==> src/rtl/pwm_duty_gen.sv <==
// PWM waveform generator driven by the rising edges of a divided clock (pwm_clk).
// Each rising edge is one PWM time step. The high time per period comes from a
// double-buffered duty value, and a new duty value takes effect only at a period
// boundary, so the output never glitches when the duty changes.
module pwm_duty_gen #(
  parameter int unsigned  PERIOD = 100,
  parameter int unsigned  DW     = 8,
  localparam int unsigned CW     = $clog2(PERIOD)
) (
  input  logic          clkin,
  input  logic          rst,
  input  logic          pwm_clk,
  input  logic          enable,
  input  logic [DW-1:0] duty,
  input  logic          duty_load,
  output logic          pwm_out,
  output logic          period_start,
  output logic          duty_pending
);

  // Compare width wide enough for both cnt+1 (no wrap) and the duty value.
  localparam int unsigned XW      = (CW + 1 > DW) ? CW + 1 : DW;
  localparam logic [CW-1:0] CntLast = CW'(PERIOD - 1);
  localparam logic [DW-1:0] DutyMax = DW'(PERIOD);

  logic          pwm_clk_q;
  logic          tick;
  logic          wrap;
  logic [CW-1:0] cnt_q, cnt_d;
  logic [DW-1:0] duty_shadow_q, duty_shadow_d;
  logic [DW-1:0] duty_active_q, duty_active_d;
  logic [DW-1:0] duty_clamped;
  logic          pwm_out_q, pwm_out_d;
  logic          period_start_q, period_start_d;
  logic          duty_pending_q, duty_pending_d;
  logic [XW-1:0] cnt_inc;
  logic [XW-1:0] active_ext;

  assign tick       = pwm_clk & ~pwm_clk_q;
  assign wrap       = tick & (cnt_q == CntLast);
  assign cnt_inc    = XW'(cnt_q) + XW'(1);
  assign active_ext = XW'(duty_active_q);

  // Requests above a full period saturate to 100 % high.
  always_comb begin
    duty_clamped = duty;
    if (duty > DutyMax) begin
      duty_clamped = DutyMax;
    end
  end

  // Next-state: shadow loads, tick counting, period wrap and output level.
  always_comb begin
    cnt_d          = cnt_q;
    duty_shadow_d  = duty_shadow_q;
    duty_active_d  = duty_active_q;
    pwm_out_d      = pwm_out_q;
    period_start_d = 1'b0;
    duty_pending_d = duty_pending_q;

    if (!enable) begin
      // Parked at the last tick so the first tick after enabling starts a period.
      cnt_d     = CntLast;
      pwm_out_d = 1'b0;
    end else if (wrap) begin
      cnt_d          = '0;
      duty_active_d  = duty_shadow_q;
      pwm_out_d      = (duty_shadow_q != '0);
      period_start_d = 1'b1;
      duty_pending_d = 1'b0;
    end else if (tick) begin
      cnt_d     = cnt_q + CW'(1);
      pwm_out_d = (cnt_inc < active_ext);
    end

    // A load coincident with a wrap is kept for the following period.
    if (duty_load) begin
      duty_shadow_d  = duty_clamped;
      duty_pending_d = 1'b1;
    end
  end

  // State register with synchronous reset.
  always_ff @(posedge clkin) begin
    if (rst) begin
      // pwm_clk_q starts high so leaving reset with pwm_clk high is not a tick.
      pwm_clk_q      <= 1'b1;
      cnt_q          <= CntLast;
      duty_shadow_q  <= '0;
      duty_active_q  <= '0;
      pwm_out_q      <= 1'b0;
      period_start_q <= 1'b0;
      duty_pending_q <= 1'b0;
    end else begin
      pwm_clk_q      <= pwm_clk;
      cnt_q          <= cnt_d;
      duty_shadow_q  <= duty_shadow_d;
      duty_active_q  <= duty_active_d;
      pwm_out_q      <= pwm_out_d;
      period_start_q <= period_start_d;
      duty_pending_q <= duty_pending_d;
    end
  end

  assign pwm_out      = pwm_out_q;
  assign period_start = period_start_q;
  assign duty_pending = duty_pending_q;

endmodule

==> config.mk <==
export PLATFORM = sky130hd
export DESIGN_NAME = pwm_duty_gen
export DESIGN_NICKNAME = d
export VERILOG_FILES = /design/src/rtl/pwm_duty_gen.sv
export SDC_FILE = /design/constraint.sdc
export NUM_CORES = 1
export LEC_CHECK = 0
export CAP_MARGIN = 10
export CORE_MARGIN = 10
export CORE_UTILIZATION = 40
export DETAILED_ROUTE_END_ITERATION = 10
export PLACE_DENSITY = 0.61
export SYNTH_ARGS = -nofsm -noshare
export SYNTH_HDL_FRONTEND = slang
export SYNTH_SLANG_ARGS = --single-unit
export TNS_END_PERCENT = 50
==> constraint.sdc <==
create_clock -name clkin -period 2.3 [get_ports clkin]
set_input_delay 0.23 -clock clkin [delete_from_list [all_inputs] [get_ports clkin]]
set_output_delay 0.23 -clock clkin [all_outputs]
set_load 0.01 [all_outputs]
# Word level (Yosys, flattened, before mapping)
# Index checks and enable logic that the tools add are counted.
[op_classes]
n_addsub = 2
multipliers = 0
n_div = 0
n_lt_le_gt_ge = 2
n_eq_ne = 1
n_shift = 0
muxes = 9
n_bitwise = 4
reduce_logical = 8
[op_table]
columns = ["operator", "count"]
rows = [
  ["2-to-1 mux 7 bit", 2],
  ["adder 7 x 1 -> 8 bit, second input constant", 1],
  ["greater-than comparator 8 x 7 -> 1 bit, second input constant", 1],
  ["< comparator 8 bit", 1],
  ["2-to-1 mux 8 bit", 1],
  ["nonzero test 8 bit", 1],
  ["adder 7 x 1 -> 7 bit, second input constant", 1],
  ["== test 7 bit, second input constant", 1],
  ["2-to-1 mux 1 bit", 6],
  ["nonzero test 2 bit", 3],
  ["AND reduction 2 bit", 2],
  ["OR reduction 3 bit", 1],
  ["bitwise AND 1 bit", 2],
  ["NOT 1 bit", 2],
  ["OR reduction 2 bit", 1],
]
[word_totals]
reg_bits = 27
latch_bits = 0
ramBits = 0
mem_bits_ro = 0
input_bits = 13
output_inout_bits = 3
wordCells = 34
memories = 0

# Longest topological paths before layout
# Gate-level depths: netlist (run 1).
[depth]
word_depth = 6
ltp_mapped = 9
mapped_depth_nobuf = 8

# Worst setup path before layout (run 1)
# No wires, ideal clock.
[synth_timing]
path_type = "reg2reg"
start = "register cnt_q[0]"
end = "register pwm_out_q, in the netlist pwm_out"
setup_ps = 75
arrival_ps = 1853
required_time_ps = 2225
setup_slack_ps = 372
path_stages_with_launch = 9
n_path_buf = 0
synth_period_minus_slack_ps = 1928
path_cell_list = "dfxtp_1 > ha_1 > nand3_1 > xnor2_1 > ha_1 > a21oi_1 > nand2_1 > a221o_1 > o22ai_1"
[synth_via]
elab_chain_cells = 4
elab_cells_between_ends = 7
cone_classes = "add/sub: 1; order compare: 1; eq/ne: 1; mux: 2; bitwise: 1; reduce/logical: 1"
[synth_rtl]
columns = ["element", "line", "source"]
rows = [
  ["start, declared", "29", "logic [CW-1:0] cnt_q, cnt_d;"],
  ["start signal, assigned", "88", "cnt_q <= CntLast;"],
  ["start signal, assigned", "96", "cnt_q <= cnt_d;"],
  ["adder 7 x 1 -> 8 bit", "41", "assign cnt_inc = XW'(cnt_q) + XW'(1);"],
  ["< comparator 8 bit", "73", "pwm_out_d = (cnt_inc < active_ext);"],
  ["2-to-1 mux 1 bit", "71", "end else if (tick) begin"],
  ["2-to-1 mux 1 bit", "65", "end else if (wrap) begin"],
  ["end signal, assigned", "99", "pwm_out_q <= pwm_out_d;"],
  ["end, declared", "33", "logic pwm_out_q, pwm_out_d;"],
]
# Several ways; a longest one is shown, not always the timed one. The select of a mux whose other input is x is not followed.
# A chain may end at the register's enable or synchronous reset.

# Worst setup path after layout (run 1)
[layout_timing]
start = "register cnt_q[2]"
end = "register pwm_out_q, in the netlist pwm_out"
# Same word-level chain as after synthesis.

==> results of run 1 <==
## metal layers
layer / up-vias / routed length, um / share of wire, % / global-route usage, %
met5: - / 0 / 0 / 0
met4: 0 / 31 / 1.2 / 3.763
met3: 4 / 108 / 4.1 / 2.477
met2: 22 / 1176 / 44 / 13.98
met1: 488 / 1329 / 50 / 11.95
li1: 562 / - / - / -
## layout make-up
class / instances / area (sq um) / share of cell area, %
clock buffers: 3 / 22.52 / 1.405
clock inverters: 1 / 5.005 / 0.3123
inverters: 11 / 41.29 / 2.576
multi-input cells: 109 / 763.2 / 47.62
flip-flops and latches: 27 / 540.5 / 33.72
well taps: 46 / 57.56 / 3.591
repair buffers: 18 / 172.7 / 10.77
## worst min path at each step
stage                                start               end
after global routing               duty[1]  duty_shadow_q[1]
after floorplan                    pwm_clk         pwm_clk_q
after global placement        duty_pending      duty_pending
after detailed placement      duty_pending      duty_pending
final                     duty_shadow_q[3]  duty_shadow_q[3]
after CTS                          duty[1]  duty_shadow_q[1]
## power by group through the flow
| stage | registers, uW | clock network [uW] | logic, uW |
|---|---|---|---|
| floorplan | 499 | 0 | 57.3 |
| global placement | 500 | 0 | 97.9 |
| detailed placement | 500 | 0 | 98.2 |
| CTS | 490 | 214 | 99.1 |
| global route | 492 | 233 | 108 |
| finish | 490 | 201 | 97.8 |
## stage by stage
step	cell area, sq um	total power, uW	utilization [%]	worst slack, ns
after floorplan	1389	556.0	-	0.3719
after global placement	1575	598.1	47.21	0.3525
after detailed placement	1575	598.5	47.21	0.3468
after CTS	1603	803.2	48.03	0.3080
after global routing	1603	833.4	48.03	0.1060
final	1603	788.2	48.03	0.2994
## state kept, by name, summed over array words and instances, names as in the netlist
signal / count
active_ext: 8
pwm_clk_q: 1
period_start: 1
duty_pending: 1
cnt_q: 7
pwm_out: 1
duty_shadow_q: 8
## critical path: cells and delay by family (launching register included)
kind                       cells  cell delay (ns)
and+or+nand+nor                3             0.39
AOI/OAI and AO/OA              3             0.59
DFF                            1             0.46
adders and majority gates      1             0.29
xor gates and xnor gates       1             0.21
## kinds of logic after synthesis
| kind of cell | after synthesis | share of synthesized area (%) |
|---|---|---|
| fa+ha+maj | 8 | 7.207 |
| simple gates | 60 | 24.50 |
| flops | 27 | 38.92 |
| mux | 9 | 6.577 |
| buf+inv | 18 | 6.126 |
| xor+xnor | 7 | 4.415 |
| compound gates | 25 | 12.25 |
## cell usage in the layout (no fill, tap or decap), types with 3 or more instances in the layout
| cell | n |
|---|---|
| a211oi_1 | 3 |
| a21oi_1 | 6 |
| and3_1 | 3 |
| buf_4 | 3 |
| clkbuf_4 | 3 |
| clkdlybuf4s50_1 | 15 |
| dfxtp_1 | 27 |
| ha_1 | 8 |
| inv_1 | 11 |
| mux2i_1 | 8 |
| nand2_1 | 6 |
| nand2b_1 | 5 |
| nand3_1 | 8 |
| nor2_1 | 22 |
| nor3_1 | 3 |
| o21ai_0 | 5 |
| xnor2_1 | 5 |
==> impl_results.md, run 1 <==
- Status: finished, final reports clean
- Power Internal: 595.3 uW
- Crit path DAT: 2.26 ns
- Cell Pwr Density: 491.8 nW/um^2
- WL final: 2647 um
- Filler cells: 341
- Sequential-to-total area share from yosys stat: 38.92%
- Initial antenna violation count: 0
- WS Path Type: register to register
- Worst Skew: 0.007425 ns
- Final Critical Period: 2.001 ns
- Die X: 78.93 um
- # DRC: 0
- Vias: 1,076
- Grt total ovfl: 0
- Die area: 6229 sq um
- Initial core utilization: 41.62%
- Lkg Pwr: 0.0005604 uW
- Via/cell ratio: 5.005
- CP Launch Type: register
- Switching Share: 24.47%
- RSZ-0062 raised after global routing: false
- Cell variety after synth: 37
- CTS tree: built
- Layout Nets: 191
- Worst r2r path cells: 8
- Max-cap viol count: 0
- Root Buffer: clkbuf_4
- Critical Path RT: 2.56 ns
- H-Tree Depth: 1
- Setup TNS: 0 ns
- Slew of the pin with the lowest slew margin: 0.5179 ns
- HP Class: register to register
- Cts repair resizes: 0
- Post-synth top area share: 38.92%
- Core Area: 3337 sq um
- Post-route insts no fill: 215
- Hold Vio Cnt, Final: 0
- DP Cell Count: 211
- DRT iter0 DRCs: 48
- I/O pin total: 16
- Crit. Startpoint: cnt_q[2]
- Largest cells by area after synthesis: dfxtp_1 39%, ha_1 7.2%, nor2_1 5.9%, mux2i_1 5.8%, xnor2_1 3.2%
- Hold_buf cts: 0
- Worst r2r src: cnt_q[2]
- Worst hold slack: 0.4851 ns
- CP Capture Point: pwm_out
- First-pass GRT wire length: 4712 um
- Vias in the first global route: 1,047
- Yosys warns: 0
- Peak Freq: 0.4999 GHz
- Drt pass-1 iters: 4
- ANT nets after route: 0
- Comb power frac: 12.4%
- Clock power share: 25.5%
- R2R Setup Slk: 0.30 ns
- Relative slew slack: 64.58%
- Maximum VDD drop: 0.0002744 V
- DP HPWL: 2115 um
- Hold depth: 2
- Yosys top cell by area: dfxtp_1
- Commonest register cell after synthesis: dfxtp_1
- Latest clock arrival within the worst-skew pair: 0.32 ns
- Final slew viol count: 0
- Post-CTS Setup Inserts: 0
- Post-synth top cells: 27 x dfxtp_1, 22 x nor2_1, 11 x inv_1
- Synth Net Count: 175
- RD Place Congestion: 0.8535
- Layout cell share with drive strength beyond 1: 7.692%
- CP peak stage delay: 0.46 ns
- N_diodes: 0
- Cells after synthesis: 154
- Reg clk slew, reported paths: 0.14 ns
- Largest net degree at the start of global routing: 22
- Number of synthesized flops with an enable pin: 0
- Worst setup EP type: register
- Maximum root-to-sink buffer count: 2
- Worst Path Max Fanout: 7
- Site Rows: 21
- Psw: 192.9 uW
- # clock sinks: 27
- IO buf count: 15
- CP Cell Sequence: and3_1 -> nand3_1 -> xnor2_1 -> ha_1 -> a21oi_1 -> nand2_1 -> a221o_1 -> o22ai_1
- Total CTS buffers: 3
- Wirelength per Cell: 12.31 um
- Setup violators final: 0
- Proportion of power drawn by flip-flops and latches: 62.1%
- Post-route clock period utilization: 86.98%
- Avg Inst Size Synth: 9.018 sq um
- GRT Overall Usage: 9.179%
- Reg-to-Reg End: pwm_out
- Layout area overhead: 15.41%
- Most common cell in the netlist: dfxtp_1
- Cell Area, Synth: 1389 sq um
- Worst path slowest cell: dfxtp_1
- Die H: 78.93 um
- Async SR Flop Fraction: 0%
- Yosys reg bits: 27
Note: power is estimated with default switching activity, not from simulation.
==> run 2, diff against run 1 <==
==> constraint.sdc (replaced) <==
create_clock -name clkin -period 2.3 [get_ports clkin]
set_input_delay 0.23 -clock clkin [delete_from_list [all_inputs] [get_ports clkin]]
set_output_delay 0.23 -clock clkin [all_outputs]
set_load 0.1 [all_outputs]
==> impl_results.md, run 2 (synthesized netlist as in run 1, its figures left out) <==
- Worst setup EP type: register
- Final slew viol count: 0 (unchanged)
- PnR Total Power: 817.7 uW (+3.7%)
- Via/cell ratio: 5.084 (+1.6%)
- Cts repair resizes: 0 (unchanged)
- Crit path DAT: 2.31 ns (+0.05 ns)
- Relative slew slack: 66.32% (+1.7 points)
- Worst Path Max Fanout: 6 (-1)
- DP HPWL: 2149 um (+1.6%)
- Grt total ovfl: 0 (unchanged)
- GRT Overall Usage: 9.803% (+0.62 points)
- Maximum root-to-sink buffer count: 2 (unchanged)
- Die H: 78.93 um (unchanged)
- First-pass GRT wire length: 4981 um (+5.7%)
- Proportion of power drawn by flip-flops and latches: 60.0% (-2.1 points)
- Hold depth: 3 (+1)
- Site Rows: 21 (unchanged)
- Lkg Pwr: 0.0005630 uW (+0.46%)
- Status: finished, final reports clean
- CP Launch Type: register
- Worst r2r src: cnt_q[3]
- Worst Skew: 0.003860 ns (-0.003565 ns)
- IO buf count: 15 (unchanged)
- ANT nets after route: 0 (unchanged)
- Drt pass-1 iters: 4 (unchanged)
- Hold Path End: duty_shadow_q[4]
- Switching Share: 26.89% (+2.4 points)
- Max-cap viol count: 0 (unchanged)
- Cell Pwr Density: 513.0 nW/um^2 (+4.3%)
- Filler cells: 329 (-3.5%)
- Reg clk slew, reported paths: 0.15 ns (about the same)
- H-Tree Depth: 1 (unchanged)
- Final Critical Period: 2.042 ns (+0.04100 ns)
- R2R Setup Slk: 0.26 ns (-0.04 ns)
- Vias: 1,093 (+1.6%)
- Post-CTS Setup Inserts: 0 (unchanged)
- WS Path Type: register to register
- Setup TNS: 0 ns (unchanged)
- WL final: 2795 um (+5.6%)
- Layout cell share with drive strength beyond 1: 8.876% (+1.2 points)
- Comb power frac: 13.6% (+1.2 points)
- Post-route clock period utilization: 88.76% (+1.8 points)
- Layout Nets: 191 (unchanged)
- Vias in the first global route: 1,117 (+6.7%)
- RSZ-0062 raised after global routing: false
- Commonest non-fill, non-tap cells in the layout: 27 x dfxtp_1, 22 x nor2_1, 12 x clkdlybuf4s50_1
- Psw: 219.9 uW (+14%)
- N_diodes: 0 (unchanged)
- Total CTS buffers: 3 (unchanged)
- Wirelength per Cell: 13.00 um (+5.6%)
- Reg-to-Reg End: pwm_out
- Clock power share: 26.5% (+1.0 points)
- Core Area: 3337 sq um (unchanged)
- Root Buffer: clkbuf_4
- Slew of the pin with the lowest slew margin: 0.4925 ns (-0.02542 ns)
- Maximum VDD drop: 0.0002727 V (-0.60%)
- Setup violators final: 0 (unchanged)
- # DRC: 0 (unchanged)
- Largest net degree at the start of global routing: 22 (unchanged)
- Layout area overhead: 14.77%
- RD Place Congestion: 0.8570 (+0.41%)
- Power Internal: 597.8 uW (+0.42%)
- Initial antenna violation count: 0 (unchanged)
- Die area: 6229 sq um (unchanged)
- Initial core utilization: 41.62% (unchanged)
- Hold_buf cts: 0 (unchanged)
- I/O pin total: 16 (unchanged)
- Hold Vio Cnt, Final: 0 (unchanged)
- DRT iter0 DRCs: 52 (+8.3%)
- Worst r2r path cells: 8 (unchanged)
- Die X: 78.93 um (unchanged)
- HP Class: input pin to register
- Latest clock arrival within the worst-skew pair: 0.33 ns (about the same)
- Peak Freq: 0.4898 GHz (-2.0%)
- Worst Hold Launch: duty[4]
- # clock sinks: 27 (unchanged)
- Critical Path RT: 2.57 ns (about the same)
- Commonest non-fill, non-tap cell in the layout: dfxtp_1
- CTS tree: built
-- run 2: cell type report --
| class | count | area, sq um | share of cell area [%] |
|---|---|---|---|
| Multi-Input combinational cell | 109 | 763.2 | 47.88 |
| Sequential cell | 27 | 540.5 | 33.91 |
| Timing Repair Buffer | 18 | 165.2 | 10.36 |
| Tap cell | 46 | 57.56 | 3.611 |
| Inverter | 11 | 41.29 | 2.590 |
| Clock buffer | 4 | 26.28 | 1.648 |
-- run 2: how the worst max path moves through the flow --
stage	from	end	slack [ns]
floorplan	cnt_q[0]	pwm_out	0.37
global placement	cnt_q[0]	pwm_out	0.35
detailed placement	cnt_q[3]	pwm_out	0.31
CTS	cnt_q[3]	pwm_out	0.27
global route	cnt_q[3]	pwm_out	0.04
finish	cnt_q[3]	pwm_out	0.26
-- run 2: metal layers --
| layer | wire, um | GRT usage [%] | vias to the layer above | share of wire, % |
|---|---|---|---|---|
| met5 | 0 | 0 | - | 0 |
| met4 | 52 | 4.480 | 0 | 1.9 |
| met3 | 143 | 2.928 | 5 | 5.1 |
| met2 | 1241 | 15.30 | 20 | 44 |
| met1 | 1358 | 12.13 | 504 | 49 |
| li1 | - | - | 564 | - |
-- run 2: power by group through the flow --
stage	sequential, uW	combinational, uW	clock, uW
final	490	111	216
after global routing	493	123	237
after CTS	490	111	219
after detailed placement	501	110	0
after global placement	500	111	0
after floorplan	512	57.3	0
-- run 2: critical path, cell delays in order (launching register included) --
cell and delay, ns:
dfxtp_1 0.48, and3_1 0.23, nand3_1 0.10, xnor2_1 0.20
ha_1 0.29, a21oi_1 0.15, nand2_1 0.06, a221o_1 0.29
o22ai_1 0.17
-- run 2: through the flow --
stage	area, sq um	worst slack (ns)	hold slack [ns]	std cells	utilization, %
2_1_floorplan	1389	0.3712	0.3366	154	-
3_3_place_gp	1568	0.3521	0.4633	211	46.98
3_5_place_dp	1568	0.3130	0.4645	211	46.98
4_1_cts	1594	0.2690	0.4715	215	47.77
5_1_grt	1594	0.04033	0.4756	215	47.77
6_report	1594	0.2584	0.4692	215	47.77
==> run 3, diff against run 2 <==
--- a/config.mk
+++ b/config.mk
@@ -6,7 +6,6 @@
 export NUM_CORES = 1
 export LEC_CHECK = 0
 export CAP_MARGIN = 10
-export CORE_MARGIN = 10
 export CORE_UTILIZATION = 40
 export DETAILED_ROUTE_END_ITERATION = 10
 export PLACE_DENSITY = 0.61
==> constraint.sdc (replaced) <==
create_clock -name clkin -period 2.1 [get_ports clkin]
set_input_delay 0.21 -clock clkin [delete_from_list [all_inputs] [get_ports clkin]]
set_output_delay 0.21 -clock clkin [all_outputs]
set_load 0.1 [all_outputs]
==> impl_results.md, run 3 (synthesized netlist as in run 1, its figures left out) <==
- CP peak stage delay: 0.42 ns (-0.06 ns)
- RSZ-0062 raised after global routing: false
- Maximum root-to-sink buffer count: 2 (unchanged)
- Hold Path End: duty_shadow_q[1]
- WL final: 2654 um (-5.0%)
- First-pass GRT wire length: 4395 um (-12%)
- CP delay by family, top: compound AO/OA/AOI/OAI gates
- CP Launch Type: register
- HP Class: input pin to register
- Worst path slowest cell: dfxtp_1
- Hold Vio Cnt, Final: 0 (unchanged)
- R2R Setup Slk: 0.13 ns (-0.12 ns)
- Layout area overhead: 17.12%
- DP HPWL: 2069 um (-3.7%)
- Die area: 3712 sq um (-40%)
- Largest net degree at the start of global routing: 22 (unchanged)
- Vias in the first global route: 971 (-13%)
- Site Rows: 21 (unchanged)
- ANT nets after route: 0 (unchanged)
- Worst hold slack: 0.4607 ns (-0.008569 ns)
- IO buf count: 15 (unchanged)
- Worst r2r src: cnt_q[4]
- Worst Path Max Fanout: 4 (-2)
- Post-route insts no fill: 219 (+1.9%)
- Root Buffer: clkbuf_4
- # clock sinks: 27 (unchanged)
- Critical Path RT: 2.37 ns (-0.20 ns)
- Max-cap viol count: 0 (unchanged)
- Initial core utilization: 41.62% (unchanged)
- Final Critical Period: 1.965 ns (-0.07650 ns)
- GRT Overall Usage: 16.07% (+6.3 points)
- Drt pass-1 iters: 4 (unchanged)
- Multi-input logic area: 763.2 sq um (unchanged)
- Maximum VDD drop: 0.0002690 V (-1.4%)
- Vias: 1,081 (-1.1%)
- Commonest non-fill, non-tap cells in the layout: 26 x dfxtp_1, 22 x nor2_1, 12 x clkdlybuf4s50_1
- Slew of the pin with the lowest slew margin: 0.4075 ns (-0.08503 ns)
- CP Cell Sequence: and3_1 -> nand3_1 -> xnor2_1 -> ha_1 -> a21oi_1 -> nand2_1 -> a221o_1 -> o22ai_1
- Status: finished, final reports clean
- Wirelength per Cell: 12.12 um (-6.8%)
- Lkg Pwr: 0.0005850 uW (+3.9%)
- Latest clock arrival within the worst-skew pair: 0.33 ns (about the same)
- Grt total ovfl: 0 (unchanged)
- CTS tree: built
- Initial antenna violation count: 0 (unchanged)
- Die X: 60.93 um (-23%)
- Reg clk slew, reported paths: 0.16 ns (about the same)
- DP Cell Count: 215 (+1.9%)
- Worst path bufs/invs: 0 (unchanged)
- I/O pin total: 16 (unchanged)
- Hold depth: 3 (unchanged)
- Core Area: 3337 sq um (unchanged)
- Final slew viol count: 0 (unchanged)
- Filler cells: 338 (+2.7%)
- Relative slew slack: 72.13% (+5.8 points)
- H-Tree Depth: 1 (unchanged)
- Reg-to-Reg End: pwm_out
- # DRC: 0 (unchanged)
- DRT iter0 DRCs: 31 (-40%)
- N_diodes: 0 (unchanged)
- Setup TNS: 0 ns (unchanged)
- Post-route clock period utilization: 93.58% (+4.8 points)
- Crit path DAT: 2.24 ns (-0.07 ns)
- Layout Nets: 195 (+2.1%)
- Setup violators final: 0 (unchanged)
- Total CTS buffers: 3 (unchanged)
- Layout cell share with drive strength beyond 1: 12.14% (+3.3 points)
- Via/cell ratio: 4.936 (-2.9%)
- Worst Skew: 0.02011 ns (+0.01625 ns)
- Worst r2r path cells: 8 (unchanged)
- WS Path Type: register to register
- Worst Hold Launch: duty[1]
- Commonest non-fill, non-tap cell in the layout: dfxtp_1
- Peak Freq: 0.5089 GHz (+3.9%)
- Worst setup EP type: register
- RD Place Congestion: 0.8246 (-3.8%)
- Die H: 60.93 um (-23%)
- Cell Pwr Density: 545.6 nW/um^2 (+6.4%)
- Reg area: 541.8 sq um (+0.23%)
[run 3: cell types whose count changed in the layout (fill, tap and decap cells not counted), sizes merged]
cell / delta
clkbuf: -1
buf: +4
clkinv: +1
[run 3: repair_timing]
item                                    4_1_cts  5_1_grt
gates resized for setup                       0        1
endpoints found under the setup margin        0        1
hold buffers                                  0        0
setup buffers                                 0        0
[run 3: area by class of cell]
cell class	instances	share of cell area, %
clock buffers	3	1.385
repair buffers	22	12.00
well taps	46	3.538
multi-input cells	109	46.92
flip-flops and latches	27	33.31
clock inverters	1	0.3077
inverters	11	2.538
[run 3: per-stage QoR]
step | setup WS [ns] | cell area [sq um] | util (%) | power [uW]
after floorplan | 0.1712 | 1389 | - | 623.7
after global placement | 0.1661 | 1598 | 47.88 | 672.1
after detailed placement | 0.1103 | 1598 | 47.88 | 672.6
after CTS | 0.06546 | 1625 | 48.71 | 896.9
after global routing | 0.006731 | 1627 | 48.74 | 928.3
final | 0.1349 | 1627 | 48.74 | 887.4
[run 3: tightest hold or removal path: cells and delay by family]
kind | cells | cell delay (ns)
AO/OA/AOI/OAI | 1 | 0.06
buffers and inverters | 1 | 0.42
AND/OR/NAND/NOR | 1 | 0.07
[run 3: how the worst max path moves through the flow]
| stage | from | slack [ns] | cells after the start | to |
|---|---|---|---|---|
| after floorplan | cnt_q[0] | 0.17 | 8 | pwm_out |
| after global placement | cnt_q[3] | 0.17 | 8 | pwm_out |
| after detailed placement | cnt_q[3] | 0.11 | 8 | pwm_out |
| after CTS | cnt_q[3] | 0.07 | 8 | pwm_out |
| after global routing | cnt_q[4] | 0.007 | 8 | pwm_out |
| final | cnt_q[4] | 0.13 | 8 | pwm_out |
[run 3: where the power goes]
part           internal [uW]  switching, uW
clock                   71.3            155
sequential               526           10.5
combinational           56.8           68.1
[run 3: metal layers]
metal	track usage, %	part of all wire [%]	vias up
met5	0	0	-
met4	5.844	0.87	0
met3	2.132	3.5	2
met2	25.12	44	17
met1	22.63	51	491
li1	-	-	571
